[src/rtl/cdc_pkg.sv]
// cdc_pkg: shared types and defaults for the CDC handshake transmit/receive ends.
// Latency: n/a (declarations only).
// Backpressure: n/a.
package cdc_pkg;

   // Handshake phases of the transmit end.
   typedef enum logic [1:0] {
      IDLE   = 2'd0,
      REQ_HI = 2'd1,
      REQ_LO = 2'd2
   } state_e;

   localparam int CDC_DATA_WIDTH_DEF = 8;
   localparam int CDC_NUM_STAGES_DEF = 2;

endpackage

[src/rtl/sync_ff_chain.sv]
// sync_ff_chain: plain multi-flop level synchronizer, async active-high reset to 0.
// Latency: NUM_STAGES clk edges from d to q.
// Backpressure: none; level signals only.
// Ports: clk, rst, d (asynchronous level in), q (synchronized level out).
module sync_ff_chain #(
   parameter int NUM_STAGES = 2,
   parameter int WIDTH      = 1
) (
   input  logic             clk,
   input  logic             rst,
   input  logic [WIDTH-1:0] d,
   output logic [WIDTH-1:0] q
);

   logic [NUM_STAGES-1:0][WIDTH-1:0] sync_q;
   logic [NUM_STAGES-1:0][WIDTH-1:0] sync_d;

   // The asynchronous input lands directly on the first flop; no gating in front of it.
   always_comb begin
      sync_d = {sync_q[NUM_STAGES-2:0], d};
   end

   always_ff @(posedge clk or posedge rst) begin
      if (rst) begin
         sync_q <= '0;
      end else begin
         sync_q <= sync_d;
      end
   end

   assign q = sync_q[NUM_STAGES-1];

endmodule

[src/rtl/cdc_handshake_tx.sv]
// cdc_handshake_tx: launching-domain end of a 4-phase req/ack CDC handshake.
// Latency: REQ 1 edge after accept; REQ falls / READY returns NUM_STAGES+1 edges after ACK_ASYNC edges.
// Backpressure: READY low while a word is in flight (CDC_TX_SKID_EN: low only while the skid entry is full).
// Ports: CLK, RST (async active-high); DATA_IN/DATA_VALID/READY intake; DATA_OUT/REQ to the
//   destination; ACK_ASYNC from the destination; TX_DONE one-cycle pulse per acknowledged word.
module cdc_handshake_tx
   import cdc_pkg::*;
#(
   parameter int DATA_WIDTH = CDC_DATA_WIDTH_DEF,
   parameter int NUM_STAGES = CDC_NUM_STAGES_DEF
) (
   input  logic                  CLK,
   input  logic                  RST,
   input  logic [DATA_WIDTH-1:0] DATA_IN,
   input  logic                  DATA_VALID,
   output logic                  READY,
   output logic [DATA_WIDTH-1:0] DATA_OUT,
   output logic                  REQ,
   input  logic                  ACK_ASYNC,
   output logic                  TX_DONE
);

   logic ack_s;

   sync_ff_chain #(
      .NUM_STAGES (NUM_STAGES),
      .WIDTH      (1)
   ) u_ack_sync (
      .clk (CLK),
      .rst (RST),
      .d   (ACK_ASYNC),
      .q   (ack_s)
   );

   state_e                state_q, state_d;
   logic                  req_q, req_d;
   logic                  ready_q, ready_d;
   logic                  tx_done_q, tx_done_d;
   logic [DATA_WIDTH-1:0] data_out_q, data_out_d;
   logic                  accept;

   assign accept = DATA_VALID && ready_q;

`ifdef CDC_TX_SKID_EN
   logic [DATA_WIDTH-1:0] buf_q, buf_d;
   logic                  buf_full_q, buf_full_d;
   logic                  drain, direct, store;

   always_comb begin
      state_d    = state_q;
      req_d      = req_q;
      tx_done_d  = 1'b0;
      data_out_d = data_out_q;
      buf_d      = buf_q;
      drain      = 1'b0;
      direct     = 1'b0;
      case (state_q)
         // A buffered word always goes before a new one to keep FIFO order.
         IDLE: begin
            if (!ack_s) begin
               if (buf_full_q)  drain  = 1'b1;
               else if (accept) direct = 1'b1;
            end
         end
         REQ_HI: begin
            if (ack_s) begin
               req_d     = 1'b0;
               tx_done_d = 1'b1;
               state_d   = REQ_LO;
            end
         end
         REQ_LO: begin
            if (!ack_s) begin
               if (buf_full_q) drain   = 1'b1;
               else            state_d = IDLE;
            end
         end
         default: state_d = IDLE;
      endcase
      if (drain || direct) begin
         data_out_d = drain ? buf_q : DATA_IN;
         req_d      = 1'b1;
         state_d    = REQ_HI;
      end
      // Any accepted word not launched directly parks in the buffer, including on a drain edge.
      store = accept && !direct;
      if (store) buf_d = DATA_IN;
      buf_full_d = (buf_full_q && !drain) || store;
      ready_d    = !buf_full_d;
   end

   always_ff @(posedge CLK or posedge RST) begin
      if (RST) begin
         buf_q      <= '0;
         buf_full_q <= 1'b0;
      end else begin
         buf_q      <= buf_d;
         buf_full_q <= buf_full_d;
      end
   end
`else
   always_comb begin
      state_d    = state_q;
      req_d      = req_q;
      ready_d    = ready_q;
      tx_done_d  = 1'b0;
      data_out_d = data_out_q;
      case (state_q)
         IDLE: begin
            if (accept) begin
               data_out_d = DATA_IN;
               req_d      = 1'b1;
               ready_d    = 1'b0;
               state_d    = REQ_HI;
            end else begin
               // A stale ack from the previous exchange blocks new words until it clears.
               ready_d = !ack_s;
            end
         end
         REQ_HI: begin
            if (ack_s) begin
               req_d     = 1'b0;
               tx_done_d = 1'b1;
               state_d   = REQ_LO;
            end
         end
         REQ_LO: begin
            if (!ack_s) begin
               ready_d = 1'b1;
               state_d = IDLE;
            end
         end
         default: state_d = IDLE;
      endcase
   end
`endif

   always_ff @(posedge CLK or posedge RST) begin
      if (RST) begin
         state_q    <= IDLE;
         req_q      <= 1'b0;
         ready_q    <= 1'b0;
         tx_done_q  <= 1'b0;
         data_out_q <= '0;
      end else begin
         state_q    <= state_d;
         req_q      <= req_d;
         ready_q    <= ready_d;
         tx_done_q  <= tx_done_d;
         data_out_q <= data_out_d;
      end
   end

   assign READY    = ready_q;
   assign REQ      = req_q;
   assign TX_DONE  = tx_done_q;
   assign DATA_OUT = data_out_q;

endmodule

[config.mk]
export PLATFORM = sky130hd
export DESIGN_NAME = cdc_handshake_tx
export DESIGN_NICKNAME = d
export VERILOG_FILES = /design/src/rtl/cdc_pkg.sv /design/src/rtl/sync_ff_chain.sv /design/src/rtl/cdc_handshake_tx.sv
export SDC_FILE = /design/constraint.sdc
export NUM_CORES = 1
export LEC_CHECK = 0
export CORE_MARGIN = 2
export CORE_UTILIZATION = 40
export CTS_BUF_LIST = sky130_fd_sc_hd__clkbuf_16
export DETAILED_ROUTE_END_ITERATION = 10
export GPL_ROUTABILITY_DRIVEN = 1
export PLACE_DENSITY_LB_ADDON = 0.1
export SYNTH_ARGS = -nofsm -noshare
export SYNTH_HDL_FRONTEND = slang
export SYNTH_SLANG_ARGS = --single-unit
[constraint.sdc]
create_clock -name CLK -period 1.6 [get_ports CLK]
set_input_delay 0.32 -clock CLK [delete_from_list [all_inputs] [get_ports CLK]]
set_output_delay 0.32 -clock CLK [all_outputs]
set_load 0.1 [all_outputs]
* Yosys cells after proc, flatten, opt, wreduce, memory -nomap -nowiden
Index checks and enable logic that the tools add are counted.
** Word-level totals
- Register bits :: 15
- Input bits :: 12
- Output and inout port bits :: 11
** Cells by class
- Equality and inequality tests :: 5
- Muxes and demuxes :: 12
- Reductions and logical operators :: 9
** Operators by type and width (number)
- $mux W1 :: 6
- $mux W2 :: 3
- $pmux W2 S3 :: 1
- $reduce_and A3 Y1 :: 2
- $ne A2 B2 Y1 const B :: 2
- $pmux W1 S2 :: 2
- $reduce_and A2 Y1 :: 2
- $reduce_bool A2 Y1 :: 2
- $eq A2 B1 Y1 const B :: 1
- $eq A2 B2 Y1 const B :: 1
- $logic_not A2 Y1 :: 1
- $ne A2 B1 Y1 const B :: 1
- $logic_and A1 B1 Y1 :: 1
- $logic_not A1 Y1 :: 1

* Depth between registers and ports, before layout
Gate-level depths: netlist (run 1).
- Depth after elaboration :: 3
- Gate-level depth with buffers :: 3
- Mapped depth without buffers :: 2

* By module
From an unflattened synthesis (run 1), not the netlist that was laid out.
** Second synthesis, totals
- Cells, all modules :: 40
- Area total of the unflattened synthesis :: 610.6 um2
** By module, submodules not included
- cdc_handshake_tx :: instances 1, cells each 37, area an instance 556.8 um2
- sync_ff_chain :: instances 1, cells each 3, area an instance 53.8 um2

* Worst setup path after synthesis (run 1)
Ideal clock, no wire load.
- Path type :: register to register
- From :: register ready_q, in the netlist READY
- To :: register data_out_q[0], in the netlist DATA_OUT[0]
- Setup time :: 0.125 ns
- Arrival :: 1.740 ns
- Slack :: -0.266 ns
- Stages on the path, launching flop included :: 4
- Buffers on the path :: 1
- Period minus slack after synthesis :: 1.866 ns
- Cells stage by stage :: dfrtp_1 -> nor4bb_1 -> buf_4 -> mux2_2
** On the way
- Longest elaborated chain between the ends :: 2
** Ends and longest elaborated chain
- start: declaration :: line cdc_handshake_tx.sv:37 : logic ready_q, ready_d;
- start signal: assignment :: line cdc_handshake_tx.sv:148 : ready_q <= ready_d;
- $logic_and A1 B1 Y1 :: line cdc_handshake_tx.sv:42 : assign accept = DATA_VALID && ready_q;
- $reduce_and A2 Y1 (no line)
- end signal: assignment :: line cdc_handshake_tx.sv:150 : data_out_q <= data_out_d;
- end: declaration :: line cdc_handshake_tx.sv:39 : logic [DATA_WIDTH-1:0] data_out_q, data_out_d;
Every way passes these cells.
A chain may end at the register's enable or synchronous reset.

* Final worst setup path (run 1)
- From :: input port DATA_VALID
- To :: register data_out_q[7], in the netlist DATA_OUT[7]
** On the way
- Longest elaborated chain between the ends :: 2
** Ends and longest elaborated chain
- start: declaration :: line cdc_handshake_tx.sv:15 : input logic DATA_VALID,
- $logic_and A1 B1 Y1 :: line cdc_handshake_tx.sv:42
- $reduce_and A2 Y1 (no line)
Every way passes these cells.

==> impl_metrics.py, run 1 <==
metrics = {
    "clock_tree": {
        "cts_max_level": 1,
        "postCtsHoldBufs": 0,
        "path_clk_slew_ps": 40,
        "clock_sink_count": 15,
        "cts_resized": 0,
        "worstSkewPairLatency_ps": 240,
        "cts_tree": "built",
        "post-cts-setup-buffers": 0,
        "clk_root_buffer_cell": "sky130_fd_sc_hd__clkbuf_16",
        "cts_buffers": 3,
        "clock_path_buffers": 2,
    },
    "place": {
        "portBuffers": 22,
        "finalWeightedCongestion": 0.719,
        "placed_cells": 78,
        "dp_hpwl_um": 844,
    },
    "setup_path": {
        "worst-endpoint-required_ps": 1720,
        "critical_path.cell_chain": "clkdlybuf4s50_1, nor4bb_2, buf_4, mux2_2",
        "critical_path.n_buffers_inverters": 2,
        "crit_path_start_kind": "primary input",
        "worstSetupEndpointType": "register",
        "worstSetupPathDepth": 4,
        "max_fanout_on_critical_path": 9,
        "worst_path_max_delay_cell": "sky130_fd_sc_hd__clkdlybuf4s50_1",
        "reg2reg_path_depth": 3,
        "cpPeakStageDelay_ps": 500,
        "critical-path-top-delay-family": "buffers and inverters",
        "timing.critical_path.arrival_ps": 1670,
        "criticalPathCategory": "primary input to register",
    },
    "logic_synthesis": {
        "synth.distinct_cells": 15,
        "synth-async-reset-ratio_pct": 100,
        "netlist_top_cells_count": "sky130_fd_sc_hd__dfrtp_1, sky130_fd_sc_hd__mux2_2, sky130_fd_sc_hd__inv_1, sky130_fd_sc_hd__o21ai_0",
        "number_of_synthesized_flops_with_an_enable_pin": 0,
        "postSynth.topFlopCell": "sky130_fd_sc_hd__dfrtp_1",
        "synth-xor-area-share_pct": 1.53,
        "synth.largest_area_cell": "sky130_fd_sc_hd__dfrtp_1",
        "compound_cell_area_share_of_the_yosys_netlist_pct": 4.15,
        "synth_simple_gate_area_share_pct": 8.52,
        "synth_most_common_cell": "sky130_fd_sc_hd__dfrtp_1",
        "synthesis.instances": 39,
        "most_area_consuming_cells_after_synthesis": "sky130_fd_sc_hd__dfrtp_1, sky130_fd_sc_hd__mux2_2, sky130_fd_sc_hd__nor4bb_1",
        "synthAdderAreaFrac_pct": 0,
        "synth.area.mux_share_pct": 17.7,
        "yosys_register_bits": 15,
        "synth_top_family_by_area": "multiplexers",
        "area_share_of_the_largest_cell_type_after_synthesis_pct": 65.5,
        "syn_avg_cell_area_um2": 14.7,
        "post_synth_instance_area_um2": 573,
        "synth.yosys.warnings": 0,
        "synth_seq_area_share_pct": 65.5,
        "syn_nets": 51,
    },
    "layout": {
        "n_antenna_cell": 0,
        "post_route_cells_drive_above_1_share_pct": 41.8,
        "syn2layout_area_growth_pct": 78.6,
        "layout.nets": 80,
        "final_cells": 82,
    },
    "floorplan": {
        "dieWidth_um": 41.9,
        "die-area_mm2": 0.00175,
        "fp.coreArea_mm2": 0.00132,
        "die_height_um": 41.9,
        "initial_utilization_pct": 43.5,
        "ioPinCount": 23,
        "row_count": 13,
    },
    "min_path": {
        "holdCritPathClass": "register to register",
        "worst_hold_path.num_cells": 0,
    },
    "timing": {
        "timing_hold_violations_final": 0,
        "clock-skew-final_ps": 3.54,
        "worst_pin_slew_ps": 198,
        "fin_crit_ps": 1550,
        "unrepaired_setup_endpoints_after_global_routing": "no",
        "slew_violations": 0,
        "layout_worst_path_cycle_share_pct": 96.9,
        "setup_failing_eps_final": 0,
        "fmax_ghz": 0.645,
        "max_slew_margin_pct": 86.6,
    },
    "global_route": {
        "grt_max_degree": 16,
        "first_global_vias": 430,
        "initial_antenna_violation_count": 0,
        "globalRoute.totalOverflow": 0,
        "global_route_wire_length_before_repair_um": 2000,
        "grt.total_usage_pct": 16.1,
    },
    "routing": {
        "detailroute.via_count": 407,
        "detailedRoute.firstPassIterationCount": 2,
        "routed_wl_um": 1150,
        "drc": 0,
        "postRouteAntennaNets": 0,
        "wl_per_cell_um": 14.1,
        "number_of_vias_per_cell": 4.96,
        "detail_route.iter0.violations": 1,
    },
    "status": {
        "result_of_the_run": "complete, no violations",
    },
    "run": {
        "max_cap_violations": 0,
    },
}
worst paths after layout:
path	startpoint	endpoint	slack [ps]
setup / recovery	DATA_VALID	DATA_OUT[7]$_DFFE_PP0P_	50
hold / removal	u_ack_sync.sync_d[1]$_DFF_PP0_	u_ack_sync.q$_DFF_PP0_	350
setup reg to reg	state_q[1]$_DFFE_PP0P_	DATA_OUT[7]$_DFFE_PP0P_	190
hold reg to reg	u_ack_sync.sync_d[1]$_DFF_PP0_	u_ack_sync.q$_DFF_PP0_	350
max in group asynchronous	RST	READY$_DFFE_PP0P_	1030
min in group asynchronous	RST	DATA_OUT[0]$_DFFE_PP0P_	390
cell type report:
| type | instances | area (um^2) |
|---|---|---|
| clock buffer | 3 | 75.1 |
| tap | 15 | 18.8 |
| multi-input combinational | 21 | 189 |
| timing repair buffer | 25 | 353 |
| fill | 83 | 294 |
| clock inverter | 1 | 3.75 |
| sequential | 15 | 377 |
| inverter | 2 | 7.51 |
cell usage in the layout (no fill, tap or decap), drive strengths merged:
cell type,instances
nor4bb,1
and2b,1
a211o,1
clkdlybuf4s50,11
nor2,1
xor2,1
mux2,9
buf,14
a21oi,1
dfrtp,15
nand3b,1
clkbuf,3
inv,3
and2,1
nand2b,1
or2b,1
o21ai,2
per-stage QoR:
stage / cell area, um^2 / setup WS (ps) / utilization [%] / hold WS (ps) / setup TNS, ps
4_1_cts: 1020 / 32.6 / 77.7 / 354 / 0
6_report: 1020 / 49.6 / 77.7 / 352 / 0
3_3_place_gp: 945 / -162 / 71.7 / 336 / -1250
5_1_grt: 1020 / 16.9 / 77.7 / 363 / 0
2_1_floorplan: 574 / 18.9 / - / 221 / 0
3_5_place_dp: 945 / -204 / 71.7 / 344 / -1560
flip-flops by register name, summed over array words and instances, names as in the netlist:
register,count
READY,1
TX_DONE,1
u_ack_sync.q,1
u_ack_sync.sync_d,1
DATA_OUT,8
state_q,2
REQ,1
per-layer routing:
layer,global-route usage (%),vias to the layer above,share of wire [%]
met1,17.4,196,38
met2,26.9,20,53
met5,0,-,0
met3,8.26,2,7.7
li1,-,189,-
met4,5.81,0,1.3
cell families (layout without fill, tap and decap cells):
family                    count (synthesis)  after routing
muxes                                     9              9
and+or+nand+nor                           7              7
xor gates and xnor gates                  1              1
DFF                                      15             15
AOI/OAI and AO/OA                         4              4
buffers and inverters                     3             31
Power of run 1 is left out: the tool's default activity adds up to more than one toggle a clock period on the data nets, which glitch-free logic cannot reach.
==> inputs of run 2 (changes only) <==
--- a/config.mk
+++ b/config.mk
@@ -11,6 +11,7 @@
 export DETAILED_ROUTE_END_ITERATION = 10
 export GPL_ROUTABILITY_DRIVEN = 1
 export PLACE_DENSITY_LB_ADDON = 0.1
+export REMOVE_ABC_BUFFERS = 1
 export SYNTH_ARGS = -nofsm -noshare
 export SYNTH_HDL_FRONTEND = slang
 export SYNTH_SLANG_ARGS = --single-unit
==> constraint.sdc (replaced) <==
create_clock -name CLK -period 1.6 [get_ports CLK]
set_input_delay 0.16 -clock CLK [delete_from_list [all_inputs] [get_ports CLK]]
set_output_delay 0.16 -clock CLK [all_outputs]
set_load 0.1 [all_outputs]
==> run 2 against run 1 <==
Clock skew about the same. Register-to-register slack about the same. Sequential share of layout area up 0.19 points. Critical path type is now register to register. Critical endpoint is now DATA_OUT[4]$_DFFE_PP0P_. Highest routed layer is now met3.
==> impl_metrics.py, run 2 (same netlist as run 1, synthesis figures left out) <==
metrics = {
    "status": {
        "result_of_the_run": "complete, no violations",
    },
    "clock_tree": {
        "cts_resized": 0,
        "clock_path_buffers": 2,
        "clock_sink_count": 15,
        "clk_root_buffer_cell": "sky130_fd_sc_hd__clkbuf_16",
        "path_clk_slew_ps": 50,
        "post-cts-setup-buffers": 0,
        "cts_max_level": 1,
        "cts_tree": "built",
        "postCtsHoldBufs": 0,
        "worstSkewPairLatency_ps": 240,
        "cts_buffers": 3,
    },
    "global_route": {
        "grt.total_usage_pct": 14.6,
        "gr-usage-met3_pct": 5.22,
        "grt_max_degree": 16,
        "grt_peak_use_layer": "met2",
        "globalRouteMet2Util_pct": 24.1,
        "grt.met1_usage_pct": 17.1,
        "initial_antenna_violation_count": 0,
        "globalRoute.totalOverflow": 0,
        "global_route_wire_length_before_repair_um": 1880,
        "first_global_vias": 424,
    },
    "routing": {
        "detailroute.via_count": 388,
        "wl_per_cell_um": 12.8,
        "postRouteAntennaNets": 0,
        "drc": 0,
        "number_of_vias_per_cell": 4.79,
        "detailedRoute.firstPassIterationCount": 1,
        "detail_route.iter0.violations": 0,
        "routed_wl_um": 1040,
    },
    "layout": {
        "largest_register_ffs": 8,
        "num-fill-cells": 82,
        "layout.nets": 79,
        "most-common-layout-cells": "sky130_fd_sc_hd__dfrtp_1, sky130_fd_sc_hd__clkdlybuf4s50_1, sky130_fd_sc_hd__buf_12, sky130_fd_sc_hd__mux2_2",
        "final_util_pct": 77.0,
        "syn2layout_area_growth_pct": 77.1,
        "final_common_cell": "sky130_fd_sc_hd__dfrtp_1",
        "n_antenna_cell": 0,
        "post_route_cells_drive_above_1_share_pct": 39.4,
    },
    "floorplan": {
        "initial_utilization_pct": 43.5,
        "ioPinCount": 23,
        "row_count": 13,
        "dieWidth_um": 41.9,
        "die-area_mm2": 0.00175,
        "die_height_um": 41.9,
        "fp.coreArea_mm2": 0.00132,
    },
    "setup_path": {
        "r2r_end": "DATA_OUT[4]$_DFFE_PP0P_",
        "worst_path_max_delay_cell": "sky130_fd_sc_hd__dfrtp_1",
        "reg2reg_path_depth": 3,
        "reg2reg_from": "state_q[1]$_DFFE_PP0P_",
        "crit_path_start_kind": "register",
        "cpPeakStageDelay_ps": 430,
        "worst-endpoint-required_ps": 1720,
        "rrSetupSlack_ps": 200,
        "critical-path-top-delay-family": "flip-flops",
        "critical_path.n_buffers_inverters": 1,
        "worstSetupEndpointType": "register",
        "critical_path.cell_chain": "nor4bb_2, buf_4, mux2_2",
        "max_fanout_on_critical_path": 9,
        "timing.critical_path.arrival_ps": 1520,
        "criticalPathCategory": "register to register",
    },
    "place": {
        "portBuffers": 22,
        "dp_hpwl_um": 758,
        "finalWeightedCongestion": 0.628,
    },
    "timing": {
        "unrepaired_setup_endpoints_after_global_routing": "no",
        "timing_hold_violations_final": 0,
        "max_slew_margin_pct": 63.6,
        "setup_failing_eps_final": 0,
        "fin_crit_ps": 1400,
        "fmax_ghz": 0.713,
        "layout_worst_path_cycle_share_pct": 87.7,
        "worst_pin_slew_ps": 545,
        "clock-skew-final_ps": 3.20,
        "slew_violations": 0,
    },
    "run": {
        "max_cap_violations": 0,
    },
    "min_path": {
        "holdCritPathClass": "primary input to async pin",
    },
}
==> run 2: worst max-delay path by stage <==
stage          slack (ps)                   start  depth (start not counted)                      end
2_1_floorplan        -890       READY$_DFFE_PP0P_                          2  DATA_OUT[0]$_DFFE_PP0P_
3_3_place_gp           -3              DATA_VALID                          4  DATA_OUT[5]$_DFFE_PP0P_
3_5_place_dp          -20              DATA_VALID                          4  DATA_OUT[1]$_DFFE_PP0P_
4_1_cts               190  state_q[1]$_DFFE_PP0P_                          3  DATA_OUT[4]$_DFFE_PP0P_
5_1_grt                90  state_q[1]$_DFFE_PP0P_                          3  DATA_OUT[7]$_DFFE_PP0P_
6_report              200  state_q[1]$_DFFE_PP0P_                          3  DATA_OUT[4]$_DFFE_PP0P_
==> run 2: routing by layer <==
layer / up-vias / wire (um)
met5: - / 0
met4: 0 / 0
met3: 0 / 67
met2: 15 / 544
met1: 185 / 427
li1: 188 / -
==> run 2: layout make-up <==
type                       count  area (um^2)  area share, %
clock inverter                 1         3.75          0.370
multi-input combinational     21          189           18.6
clock buffer                   3         75.1           7.40
timing repair buffer          24          345           34.0
tap                           15         18.8           1.85
inverter                       2         7.51          0.740
sequential                    15          375           37.0
==> run 2: metrics by stage <==
stage | cells | hold WS (ps) | area [um^2] | setup slack (ps) | setup TNS [ps]
CTS | 81 | 291 | 1010 | 188 | 0
global placement | 77 | 333 | 936 | -3.19 | -3.19
floorplan | 38 | 61.5 | 566 | -891 | -7720
global route | 81 | 332 | 1010 | 94.1 | 0
finish | 81 | 266 | 1010 | 197 | 0
detailed placement | 77 | 345 | 936 | -22.7 | -138
Power of run 2 is left out for the same reason.
